--- src/rtl/addsub_pkg.sv ---
// Shared types and constants for the digit-serial add/subtract unit.
package addsub_pkg;

    typedef enum logic [1:0] {
        IDLE = 2'd0,
        RUN  = 2'd1,
        FIX  = 2'd2
    } state_t;

    localparam logic MODE_ADD = 1'b0;
    localparam logic MODE_SUB = 1'b1;

endpackage

--- src/rtl/rise_detect.sv ---
// Single-cycle pulse on each rising edge of a level input.
module rise_detect (
    input  logic clk,
    input  logic n_rst,
    input  logic level,
    output logic rise
);

    logic level_q;

    // History resets to 0 so a level already high at reset release counts as an edge.
    always_ff @(posedge clk or negedge n_rst) begin
        if (!n_rst) level_q <= 1'b0;
        else        level_q <= level;
    end

    assign rise = level & ~level_q;

endmodule

--- src/rtl/addsub_serial.sv ---
// Digit-serial unsigned add/subtract with sign-magnitude result and
// start/busy/done handshake: start rising edge launches, done pulses once.
module addsub_serial
    import addsub_pkg::*;
#(
    parameter int WIDTH = 8,
    parameter int DIGIT = 1
) (
    input  logic             clk,
    input  logic             n_rst,
    input  logic             start,
    input  logic             mode,
    input  logic [WIDTH-1:0] a,
    input  logic [WIDTH-1:0] b,
    output logic             busy,
    output logic             done,
    output logic             sign,
    output logic [WIDTH-1:0] mag,
    output logic             carry
);

    localparam int N  = WIDTH / DIGIT;
    localparam int CW = $clog2(N + 1);

    if (WIDTH < 2) begin : g_bad_width
        $error("addsub_serial: WIDTH must be at least 2");
    end
    if (WIDTH % DIGIT != 0) begin : g_bad_digit
        $error("addsub_serial: WIDTH must be a multiple of DIGIT");
    end

    state_t           state, state_next;
    logic             start_edge;
    logic [WIDTH-1:0] a_sh, b_sh, acc;
    logic             op_mode;
    logic             cy;
    logic [CW-1:0]    cnt;
    logic             last_digit;
    logic [DIGIT-1:0] da, db;
    logic [DIGIT:0]   dsum;
    logic [WIDTH-1:0] acc_next;
    logic [WIDTH-1:0] acc_neg;

    rise_detect u_rise (
        .clk   (clk),
        .n_rst (n_rst),
        .level (start),
        .rise  (start_edge)
    );

    assign last_digit = (cnt == CW'(N - 1));
    assign busy       = (state != IDLE);

    // One digit per cycle; subtract inverts b and relies on the preset carry for the +1.
    always_comb begin
        da       = a_sh[DIGIT-1:0];
        db       = b_sh[DIGIT-1:0] ^ {DIGIT{op_mode}};
        dsum     = {1'b0, da} + {1'b0, db} + {{DIGIT{1'b0}}, cy};
        acc_next = (acc >> DIGIT) | (WIDTH'(dsum[DIGIT-1:0]) << (WIDTH - DIGIT));
        acc_neg  = (~acc) + WIDTH'(1);
    end

    always_ff @(posedge clk or negedge n_rst) begin
        if (!n_rst) state <= IDLE;
        else        state <= state_next;
    end

    always_comb begin
        state_next = state;
        case (state)
            IDLE:    if (start_edge) state_next = RUN;
            RUN:     if (last_digit) state_next = FIX;
            FIX:     state_next = IDLE;
            default: state_next = IDLE;
        endcase
    end

    always_ff @(posedge clk or negedge n_rst) begin
        if (!n_rst) begin
            a_sh    <= '0;
            b_sh    <= '0;
            acc     <= '0;
            op_mode <= MODE_ADD;
            cy      <= 1'b0;
            cnt     <= '0;
            done    <= 1'b0;
            sign    <= 1'b0;
            mag     <= '0;
            carry   <= 1'b0;
        end else begin
            done <= 1'b0;
            case (state)
                IDLE: begin
                    if (start_edge) begin
                        a_sh    <= a;
                        b_sh    <= b;
                        op_mode <= mode;
                        acc     <= '0;
                        cnt     <= '0;
                        cy      <= mode;
                    end
                end
                RUN: begin
                    a_sh <= a_sh >> DIGIT;
                    b_sh <= b_sh >> DIGIT;
                    acc  <= acc_next;
                    cy   <= dsum[DIGIT];
                    cnt  <= cnt + CW'(1);
                end
                FIX: begin
                    done <= 1'b1;
                    if (op_mode == MODE_ADD) begin
                        sign  <= 1'b0;
                        mag   <= acc;
                        carry <= cy;
                    end else begin
                        // No carry out of a + ~b + 1 means a < b: report the magnitude.
                        sign  <= ~cy;
                        mag   <= cy ? acc : acc_neg;
                        carry <= 1'b0;
                    end
                end
                default: ;
            endcase
        end
    end

endmodule

--- config.mk ---
export PLATFORM = sky130hd
export DESIGN_NAME = addsub_serial
export DESIGN_NICKNAME = d
export VERILOG_FILES = /design/src/rtl/addsub_pkg.sv /design/src/rtl/rise_detect.sv /design/src/rtl/addsub_serial.sv
export SDC_FILE = /design/constraint.sdc
export NUM_CORES = 1
export LEC_CHECK = 0
export ABC_CLOCK_PERIOD_IN_PS = 1550
export CAP_MARGIN = 20
export CORE_MARGIN = 2
export CORE_UTILIZATION = 53
export DETAILED_ROUTE_END_ITERATION = 16
export GPL_TIMING_DRIVEN = 1
export PLACE_DENSITY = 0.79
export SLEW_MARGIN = 15
export SYNTH_ARGS = -nofsm -noshare
export SYNTH_HDL_FRONTEND = slang
export SYNTH_HIERARCHICAL = 1
export SYNTH_SLANG_ARGS = --single-unit
export TNS_END_PERCENT = 100
--- constraint.sdc ---
create_clock -name clk -period 1.55 [get_ports clk]
set_input_delay 0.155 -clock clk [delete_from_list [all_inputs] [get_ports clk]]
set_output_delay 0.155 -clock clk [all_outputs]
set_load 0.03 [all_outputs]
# Word-level counts from Yosys, hierarchy flattened
# Cells that the tools add are included.
dict set report op_classes {
  add_sub_neg 4
  eq_ne 5
  mux 18
  bitwise_logic 6
  reduce_logical 6
}
# op n
set op_table {}
lappend op_table {{$pmux 8 s2} 3}
lappend op_table {{$mux 8} 5}
lappend op_table {{$add 8x1->8 const B} 1}
lappend op_table {{$not 8->8} 1}
lappend op_table {{$or 7x8->8} 1}
lappend op_table {{$pmux 4 s2} 1}
lappend op_table {{$reduce_and 2->1} 3}
lappend op_table {{$add 4x1->4 const B} 1}
lappend op_table {{$eq 4x3->1 const B} 1}
lappend op_table {{$mux 1} 4}
lappend op_table {{$mux 2} 2}
lappend op_table {{$mux 4} 1}
lappend op_table {{$ne 2x2->1 const B} 2}
lappend op_table {{$pmux 2 s2} 1}
lappend op_table {{$reduce_bool 2->1} 2}
lappend op_table {{$add 1x1->2} 1}
lappend op_table {{$add 2x1->2} 1}
lappend op_table {{$eq 2x1->1 const B} 1}
lappend op_table {{$eq 2x2->1 const B} 1}
lappend op_table {{$logic_not 2->1} 1}
lappend op_table {{$not 1->1} 2}
lappend op_table {{$pmux 1 s2} 1}
lappend op_table {{$and 1x1->1} 1}
lappend op_table {{$xor 1x1->1} 1}
dict set report totals {
  register_bits 44
  input_bits 20
  out_inout_bits 12
  word_cells 51
}

# Logic depth before layout (Yosys ltp)
# Gate-level depths: netlist of run 1.
dict set report logic_depth {
  word_depth 5
  depth_mapped 6
  depth_no_buf 5
}

# Hierarchy
# The synthesis of run 1 kept the hierarchy.
# mod n_inst cells_each area_each_um2 seq_area_each_um2
set by_module_without_submodules {}
lappend by_module_without_submodules {addsub_serial 1 198 2023.2 1076.0}
lappend by_module_without_submodules {rise_detect 1 2 38.8 25.0}

# Worst setup path before layout of run 1
# Ideal clock, no wire load.
dict set report synth_timing {
  kind {reg2reg}
  from {register u_rise.level_q}
  to {register a_sh[5]}
  setup_ps 122
  arrival_ps 1198
  required_time_ps 1428
  path_slack_ps 230
  stages_incl_launch_ff 6
  path_buffers 1
  synth_period_minus_slack_ps 1320
  cell_sequence {dfrtp_1 nor2b_4 nor3b_4 buf_6 mux2i_1 o21ai_2}
}
dict set report synth_via {
  elab_chain_len 4
}
# element line_no
set synth_rtl {}
lappend synth_rtl {{start, declared} rise_detect.sv:9} ;# logic level_q;
lappend synth_rtl {{start signal, assigned} rise_detect.sv:14} ;# else level_q <= level;
lappend synth_rtl {{$not 1->1} rise_detect.sv:17} ;# assign rise = level & ~level_q;
lappend synth_rtl {{$and 1x1->1} rise_detect.sv:17}
lappend synth_rtl {{named net start_edge} addsub_serial.sv:33} ;# logic start_edge;
lappend synth_rtl {{$ne 2x2->1 (no line)} --}
lappend synth_rtl {{$reduce_and 2->1 (no line)} --}
lappend synth_rtl {{end signal, assigned} addsub_serial.sv:104} ;# a_sh <= a_sh >> DIGIT;
lappend synth_rtl {{end, declared} addsub_serial.sv:34} ;# logic [WIDTH-1:0] a_sh, b_sh, acc;
# The timed path passes the listed nets, and every way through them passes these cells.
# A chain may end at the register's enable or synchronous reset.

# Worst setup path in the final report of run 1
dict set report layout_timing {
  from {register state[0]}
  to {output busy}
}
dict set report layout_via {
  elab_chain_len 1
}
# element line_no
set layout_rtl {}
lappend layout_rtl {{start, declared} addsub_serial.sv:32} ;# state_t state, state_next;
lappend layout_rtl {{start signal, assigned} addsub_serial.sv:65} ;# else state <= state_next;
lappend layout_rtl {{$reduce_bool 2->1} addsub_serial.sv:52} ;# assign busy = (state != IDLE);
lappend layout_rtl {{end, declared} addsub_serial.sv:15} ;# output logic busy,
# Every way passes these cells.

==> results by group, run 1 <==
Synthesis
  – Adder-Cell Fraction of Synth Area: 2.184%
  – Post-synthesis mux area share: 7.828%
  – Post-synthesis simple-gate area fraction: 15.29%
  – Ranking of synthesized cells by area: dfrtp_1 53%, nand2_1 8.7%, mux2i_1 7.3%
  – Post-synthesis compound-gate area fraction: 13.11%
  – Largest family of logic cells by synthesized area: simple AND/OR/NAND/NOR gates
  – Synth area leader: dfrtp_1
  – Post-Syn Area: 2062 um^2
  – Synth unique cells: 33
  – Mapped Cells: 200
  – Post-Synth XOR/XNOR Area: 3.398%
  – Flops & latches, synth: between 40 and 50
  – Ys async rst share: 100.0%
  – Sequential-to-total area share from yosys stat: a little over half
  – Synth Flop Type: dfrtp_1
  – Mean post-synth cell area: 10.31 um^2
  – Synth warn: 6
  – Count leader, synth: nand2_1
  – EDFF count, synth: 0
  – Most instantiated cells after synthesis: 48 x nand2_1, 44 x dfrtp_1, 22 x o21ai_0, 15 x mux2i_1, 10 x o21ai_2
  – Post-synth net total: 223
  – Yosys top cell area share: 53.40%

Clock network
  – Postcts setup bufs: 0
  – CTS clk-pin slew, worst paths: 0.08 ns
  – Htree depth: 2
  – Clock Tree Root: clkbuf_8
  – Clock Tree Buf Depth: 2
  – Total CTS buffers: 5
  – Clock sink count: 44
  – Clk Latency, worst-skew pair: 0.29 ns
  – CTS tree: done

Layout
  – Diodes inserted: 0
  – Multi-input gate area: approximately 870 um^2
  – Final instance area: 2542 um^2
  – Area grow syn2layout: 23.30%
  – Register area: 1101 um^2
  – Share of cells above drive strength 1: around 15%
  – Final Net Count: 260
  – Fill count: 299

Setup path
  – Arr. time, crit path: 1.33 ns
  – Worst r2r src: u_rise/level_q$_DFF_PN0_
  – Max stage delay on crit path: 0.45 ns
  – Top delay family on crit path: flip-flops
  – Flop2flop setup slack: 0.13 ns
  – Crit end category: output port
  – Worst-path maximum fanout: 5
  – Reg2Reg Depth: 6
  – Element type at the critical path start: flip-flop
  – Worst-path cell chain: or2_2 -> clkdlybuf4s15_2
  – Worst reg2reg path endpoint: cnt[3]$_DFFE_PN0P_
  – WS Path Type: flip-flop to output port
  – Slowest cell on crit path: dfrtp_1
  – Crit path required time: 1.39 ns
  – Bufs and invs on worst path: 1

Hold path
  – Hold depth: 1
  – Min-delay worst type: primary input to flip-flop
  – Hold wc startpoint: start
  – Hold endpoint: u_rise/level_q$_DFF_PN0_

STA
  – RSZ-0062 raised after global routing: no
  – Final setup fails: 0
  – Min Tclk post-route: 1.485 ns
  – Worst Skew: 0.003923 ns
  – Worst-Margin Slew: 0.5327 ns
  – Fin crit share: between 90% and 100%
  – Slew HR: 64.49%
  – Max-slew violations: 0
  – Fmax: 673.3 MHz
  – Setup TNS: 0 ns
  – Endpoints failing hold: 0
  – Worst setup margin: 0.06470 ns

Floorplan
  – Rows: 22
  – Initial Utilization: 55.90%
  – Die ar.: ~4400 um^2
  – IO Count: 32
  – Die Y: 66.38 um
  – DIE WIDTH: ~66 um
  – Floorplan core area: 3689 um^2

Drt
  – Vias/cell: 5.126
  – DRC Markers: 0
  – WL final: 3377 um
  – First DRT Iteration DRCs: ~110
  – Initial DRT Pass Iterations: 4
  – Wirelength per Cell: between 10 and 15 um
  – Final antenna-violating net count: 0
  – Via count: roughly 1500

Job
  – Max_cap viols: 0

Power
  – PwrDens: 1832 nW/um^2
  – Peak supply drop: just under 0.8 mV
  – Leak: 1.095 nW

Placement
  – Placed Instance Area: roughly 2400 um^2
  – DP Worst Slack: -0.1590 ns
  – Buffers added on ports: 31
  – Routability cong.: 0.7772
  – Dpl hpwl: about 2400 um

Global routing
  – Tot GR Track Use: 18.20%
  – First-pass GRT wire length: 5906 um
  – Vias in the first global route: ~1300
  – GR Overflow Total: 0
  – Largest net degree at the start of global routing: 45
  – Initial antenna violation count: 0

Status
  – Status: complete, no violations
[flip-flops by register name, summed over array words and instances, names as in the netlist]
| signal | flops |
|---|---|
| a_sh | 8 |
| acc | 8 |
| b_sh | 8 |
| carry | 1 |
| cnt | 4 |
| cy | 1 |
| done | 1 |
| mag | 8 |
| op_mode | 1 |
| sign | 1 |
| state | 2 |
| u_rise/level_q | 1 |
[repair_timing]
action                                  4_1_cts  5_1_grt
endpoints found under the setup margin        1        0
hold endpoints to repair                     44        0
resized for setup                             3        0
hold buffers                                  1        0
[where the power goes]
part	internal, W	leakage [nW]	switching (W)
Sequential	0.00155	0.578	0.000325
Combinational	0.000912	0.467	0.00111
Clock	0.000397	0.0503	0.000366
[through the flow]
stage,cells,utilization (%),hold WS [ns],total power (W)
floorplan,200,-,-0.1406,0.003373
global placement,277,66.01,0.2635,0.003867
detailed placement,277,66.01,0.2598,0.003949
CTS,285,68.93,0.3307,0.004716
global route,285,68.93,0.3355,0.005062
finish,285,68.93,0.3425,0.004659
[layout make-up]
cell class / count / area share (%)
Multi-Input combinational cell: 141 / 34.20
Inverter: 3 / 0.4429
Clock buffer: 7 / 3.789
Timing Repair Buffer: 42 / 15.90
Tap cell: 48 / 2.362
Sequential cell: 44 / 43.31
[worst register-to-register path, delay by kind of cell (launching register included)]
kind	cells	cell delay, ns
buffers and inverters	1	0.21
flip-flops	1	0.40
AO/OA/AOI/OAI	2	0.29
AND/OR/NAND/NOR	3	0.41
[per-layer routing]
metal | vias to the layer above | wire length [um] | global-route usage, %
met2 | 37 | 1641 | 30.50
met4 | 0 | 63 | 7.653
li1 | 741 | - | -
met3 | 6 | 146 | 5.622
met5 | - | 0 | 0
met1 | 677 | 1526 | 21.51
[cell usage in the layout, fill, tap and decap left out, types with 2 or more instances in the layout]
cell,netlist,final
clkbuf_8,0,7
xnor2_1,6,6
clkdlybuf4s50_1,0,29
o21ai_1,5,5
mux2i_1,15,15
dfrtp_1,44,44
nand2_1,48,48
o21ai_2,10,10
buf_4,1,9
inv_1,3,3
nor3_1,3,3
xor2_1,2,2
ha_1,2,2
o21ai_0,22,22
nor2_1,5,5
nand2b_1,5,5
nor2b_4,1,2
a21oi_1,4,4
[how the worst max path moves through the flow]
stage,end,from,depth (start not counted),slack (ns)
2_1_floorplan,a_sh[5]$_DFFE_PN0P_,u_rise/level_q$_DFF_PN0_,5,0.23
3_3_place_gp,op_mode$_DFFE_PN0P_,start,5,-0.10
3_5_place_dp,cnt[3]$_DFFE_PN0P_,start,7,-0.16
4_1_cts,busy,state[0]$_DFFE_PN0P_,2,0.04
5_1_grt,busy,state[0]$_DFFE_PN0P_,2,0.01
6_report,busy,state[0]$_DFFE_PN0P_,2,0.06
[cell families (layout without fill, tap and decap cells)]
| kind of cell | after synthesis | after routing |
|---|---|---|
| flip-flops | 44 | 44 |
| AO/OA/AOI/OAI | 45 | 45 |
| adder cells (fa/ha/maj) | 3 | 3 |
| XOR/XNOR | 8 | 8 |
| multiplexers | 16 | 16 |
| buffers and inverters | 15 | 52 |
| AND/OR/NAND/NOR | 69 | 69 |
Note: power is estimated with default switching activity, not from simulation.
==> inputs of run 2 (changes only) <==
Settings changed: CORE_MARGIN 2 to not set, HOLD_SLACK_MARGIN set to 0.15.
==> results by group, run 2 (synthesis gave the netlist of run 1 again) <==
Status
  – Status: complete, no violations

Layout
  – Fill count: 330 (+10%)
  – Most frequent cells in the layout: 48 x nand2_1, 44 x dfrtp_1, 29 x clkdlybuf4s50_1
  – Area grow syn2layout: 22.63%
  – Diodes inserted: 0 (unchanged)
  – Most common cell after layout, fill and taps aside: nand2_1
  – Final instance area: 2529 um^2 (-0.54%)
  – Share of cells above drive strength 1: 14.35% (-0.84 points)
  – Post-Layout Cell Count: 285 (unchanged)
  – Final core utilization: 68.55% (-0.37 points)
  – Final Net Count: 259 (-0.38%)

Setup path
  – Worst-path maximum fanout: 2 (-3)
  – Crit path required time: 1.39 ns (about the same)
  – Element type at the critical path start: flip-flop
  – Worst-path cell chain: clkdlybuf4s50_1
  – Arr. time, crit path: 1.33 ns (about the same)
  – Top delay family on crit path: buffers and inverters
  – Worst r2r src: u_rise/level_q$_DFF_PN0_
  – Flop2flop setup slack: 0.16 ns (+0.03 ns)
  – Max stage delay on crit path: 0.67 ns (+0.22 ns)
  – Reg2Reg Depth: 4 (-2)
  – Slowest cell on crit path: clkdlybuf4s50_1
  – Worst reg2reg path endpoint: op_mode$_DFFE_PN0P_
  – Crit end category: output port
  – WS Path Type: flip-flop to output port
  – Bufs and invs on worst path: 1 (unchanged)

Floorplan
  – Floorplan core area: 3689 um^2 (unchanged)
  – IO Count: 32 (unchanged)
  – Rows: 22 (unchanged)
  – Die Y: 64.38 um (-3.0%)
  – Die ar.: 4144 um^2 (-5.9%)
  – DIE WIDTH: 64.38 um (-3.0%)
  – Initial Utilization: 55.90% (unchanged)

Global routing
  – GR Overflow Total: 0 (unchanged)
  – Tot GR Track Use: 19.53% (+1.3 points)
  – Vias in the first global route: 1444 (+8.7%)
  – Initial antenna violation count: 0 (unchanged)
  – First-pass GRT wire length: 6210 um (+5.1%)
  – Largest net degree at the start of global routing: 45 (unchanged)

STA
  – Fin crit share: 96.04% (+0.21 points)
  – Worst-Margin Slew: 0.5502 ns (+0.01760 ns)
  – Min Tclk post-route: 1.489 ns (+0.003330 ns)
  – Slew HR: 63.32% (-1.2 points)
  – Worst Skew: 0.005260 ns (+0.001338 ns)
  – Max-slew violations: 0 (unchanged)
  – Final setup fails: 0 (unchanged)
  – Endpoints failing hold: 0 (unchanged)
  – RSZ-0062 raised after global routing: no
  – Fmax: 671.8 MHz (-0.22%)

Clock network
  – Total CTS buffers: 5 (unchanged)
  – Clock Tree Buf Depth: 2 (unchanged)
  – CTS tree: done
  – Clock Tree Root: clkbuf_8
  – Clk Latency, worst-skew pair: 0.29 ns (about the same)
  – Htree depth: 2 (unchanged)
  – Clock sink count: 44 (unchanged)
  – Postcts setup bufs: 0 (unchanged)
  – CTS clk-pin slew, worst paths: 0.08 ns (about the same)

Drt
  – Met3 WL post-DR: 102 um (-30%)
  – DRC Markers: 0 (unchanged)
  – First DRT Iteration DRCs: 77 (-27%)
  – Wirelength per Cell: 11.76 um (-0.77%)
  – WL final: 3351 um (-0.77%)
  – Met1 WL: 1513 um (-0.85%)
  – Uppermost layer routed: met4
  – Via count: 1457 (-0.27%)
  – Met2 routed WL: 1668 um (+1.6%)
  – Initial DRT Pass Iterations: 4 (unchanged)
  – Vias/cell: 5.112 (-0.27%)
  – Final antenna-violating net count: 0 (unchanged)

Placement
  – Buffers added on ports: 31 (unchanged)
  – Dpl hpwl: 2374 um (-2.8%)
  – Routability cong.: 0.7918 (+1.9%)
  – Placed Instance Area: 2427 um^2 (-0.31%)
  – Placed instance count: 276 (-0.36%)

Job
  – Max_cap viols: 0 (unchanged)

Power
  – PwrDens: 1822 nW/um^2 (-0.55%)
  – Peak supply drop: 1.122 mV (+42%)
  – Pwr Total: 0.004608 W (-1.1%)
  – Leak: 1.086 nW (-0.89%)

Hold path
  – Hold endpoint: u_rise/level_q$_DFF_PN0_
  – Hold wc startpoint: start
  – Min-delay worst type: primary input to flip-flop
  – Hold depth: 1 (unchanged)
-- run 2: worst max-delay path by stage --
stage	startpoint	to	slack, ns	cells past startpoint
finish	sign$_DFFE_PN0P_	sign	0.06	1
CTS	sign$_DFFE_PN0P_	sign	0.05	1
global placement	start	op_mode$_DFFE_PN0P_	-0.11	5
global route	u_rise/level_q$_DFF_PN0_	cnt[3]$_DFFE_PN0P_	0.02	6
floorplan	u_rise/level_q$_DFF_PN0_	a_sh[5]$_DFFE_PN0P_	0.23	5
detailed placement	start	cnt[3]$_DFFE_PN0P_	-0.14	7
-- run 2: power breakdown --
| group | switching, W | total [W] | internal [W] |
|---|---|---|---|
| clock network | 0.000368 | 0.000732 | 0.000364 |
| logic | 0.00111 | 0.00201 | 0.000895 |
| registers | 0.000324 | 0.00187 | 0.00155 |
| total | 0.00180 | 0.00461 | 0.00280 |
-- run 2: repair_timing --
| action | CTS | global route |
|---|---|---|
| hold endpoints to repair | 44 | 0 |
| setup endpoints to repair | 1 | 0 |
| hold buffers | 1 | 0 |
| resized for setup | 3 | 0 |
-- run 2: area by class of cell --
class / count / area (um^2) / share of cell area [%]
Tap cell: 48 / 60.06 / 2.375
Clock buffer: 8 / 90.09 / 3.563
Multi-Input combinational cell: 141 / 869.6 / 34.39
Inverter: 3 / 11.26 / 0.4453
Timing Repair Buffer: 41 / 396.6 / 15.69
Sequential cell: 44 / 1101 / 43.54
-- run 2: stage by stage --
stage / hold WS, ns / TNS, ns / setup slack [ns]
6_report: 0.3427 / 0 / 0.06137
5_1_grt: 0.3467 / 0 / 0.01531
4_1_cts: 0.3339 / 0 / 0.04798
3_5_place_dp: 0.2648 / -1.570 / -0.1403
3_3_place_gp: 0.2625 / -0.9404 / -0.1138
2_1_floorplan: -0.1406 / 0 / 0.2295
-- run 2: per-layer routing --
| metal | vias up | global-route usage, % |
|---|---|---|
| li1 | 742 | - |
| met1 | 676 | 23.07 |
| met2 | 31 | 33.95 |
| met3 | 8 | 4.286 |
| met4 | 0 | 8.333 |
| met5 | - | 0 |
==> inputs of run 3 (changes only) <==
Settings changed: GPL_ROUTABILITY_DRIVEN set to 0.
==> results of run 3 <==
The final DEF is identical to that of run 2; final timing and power are the same.
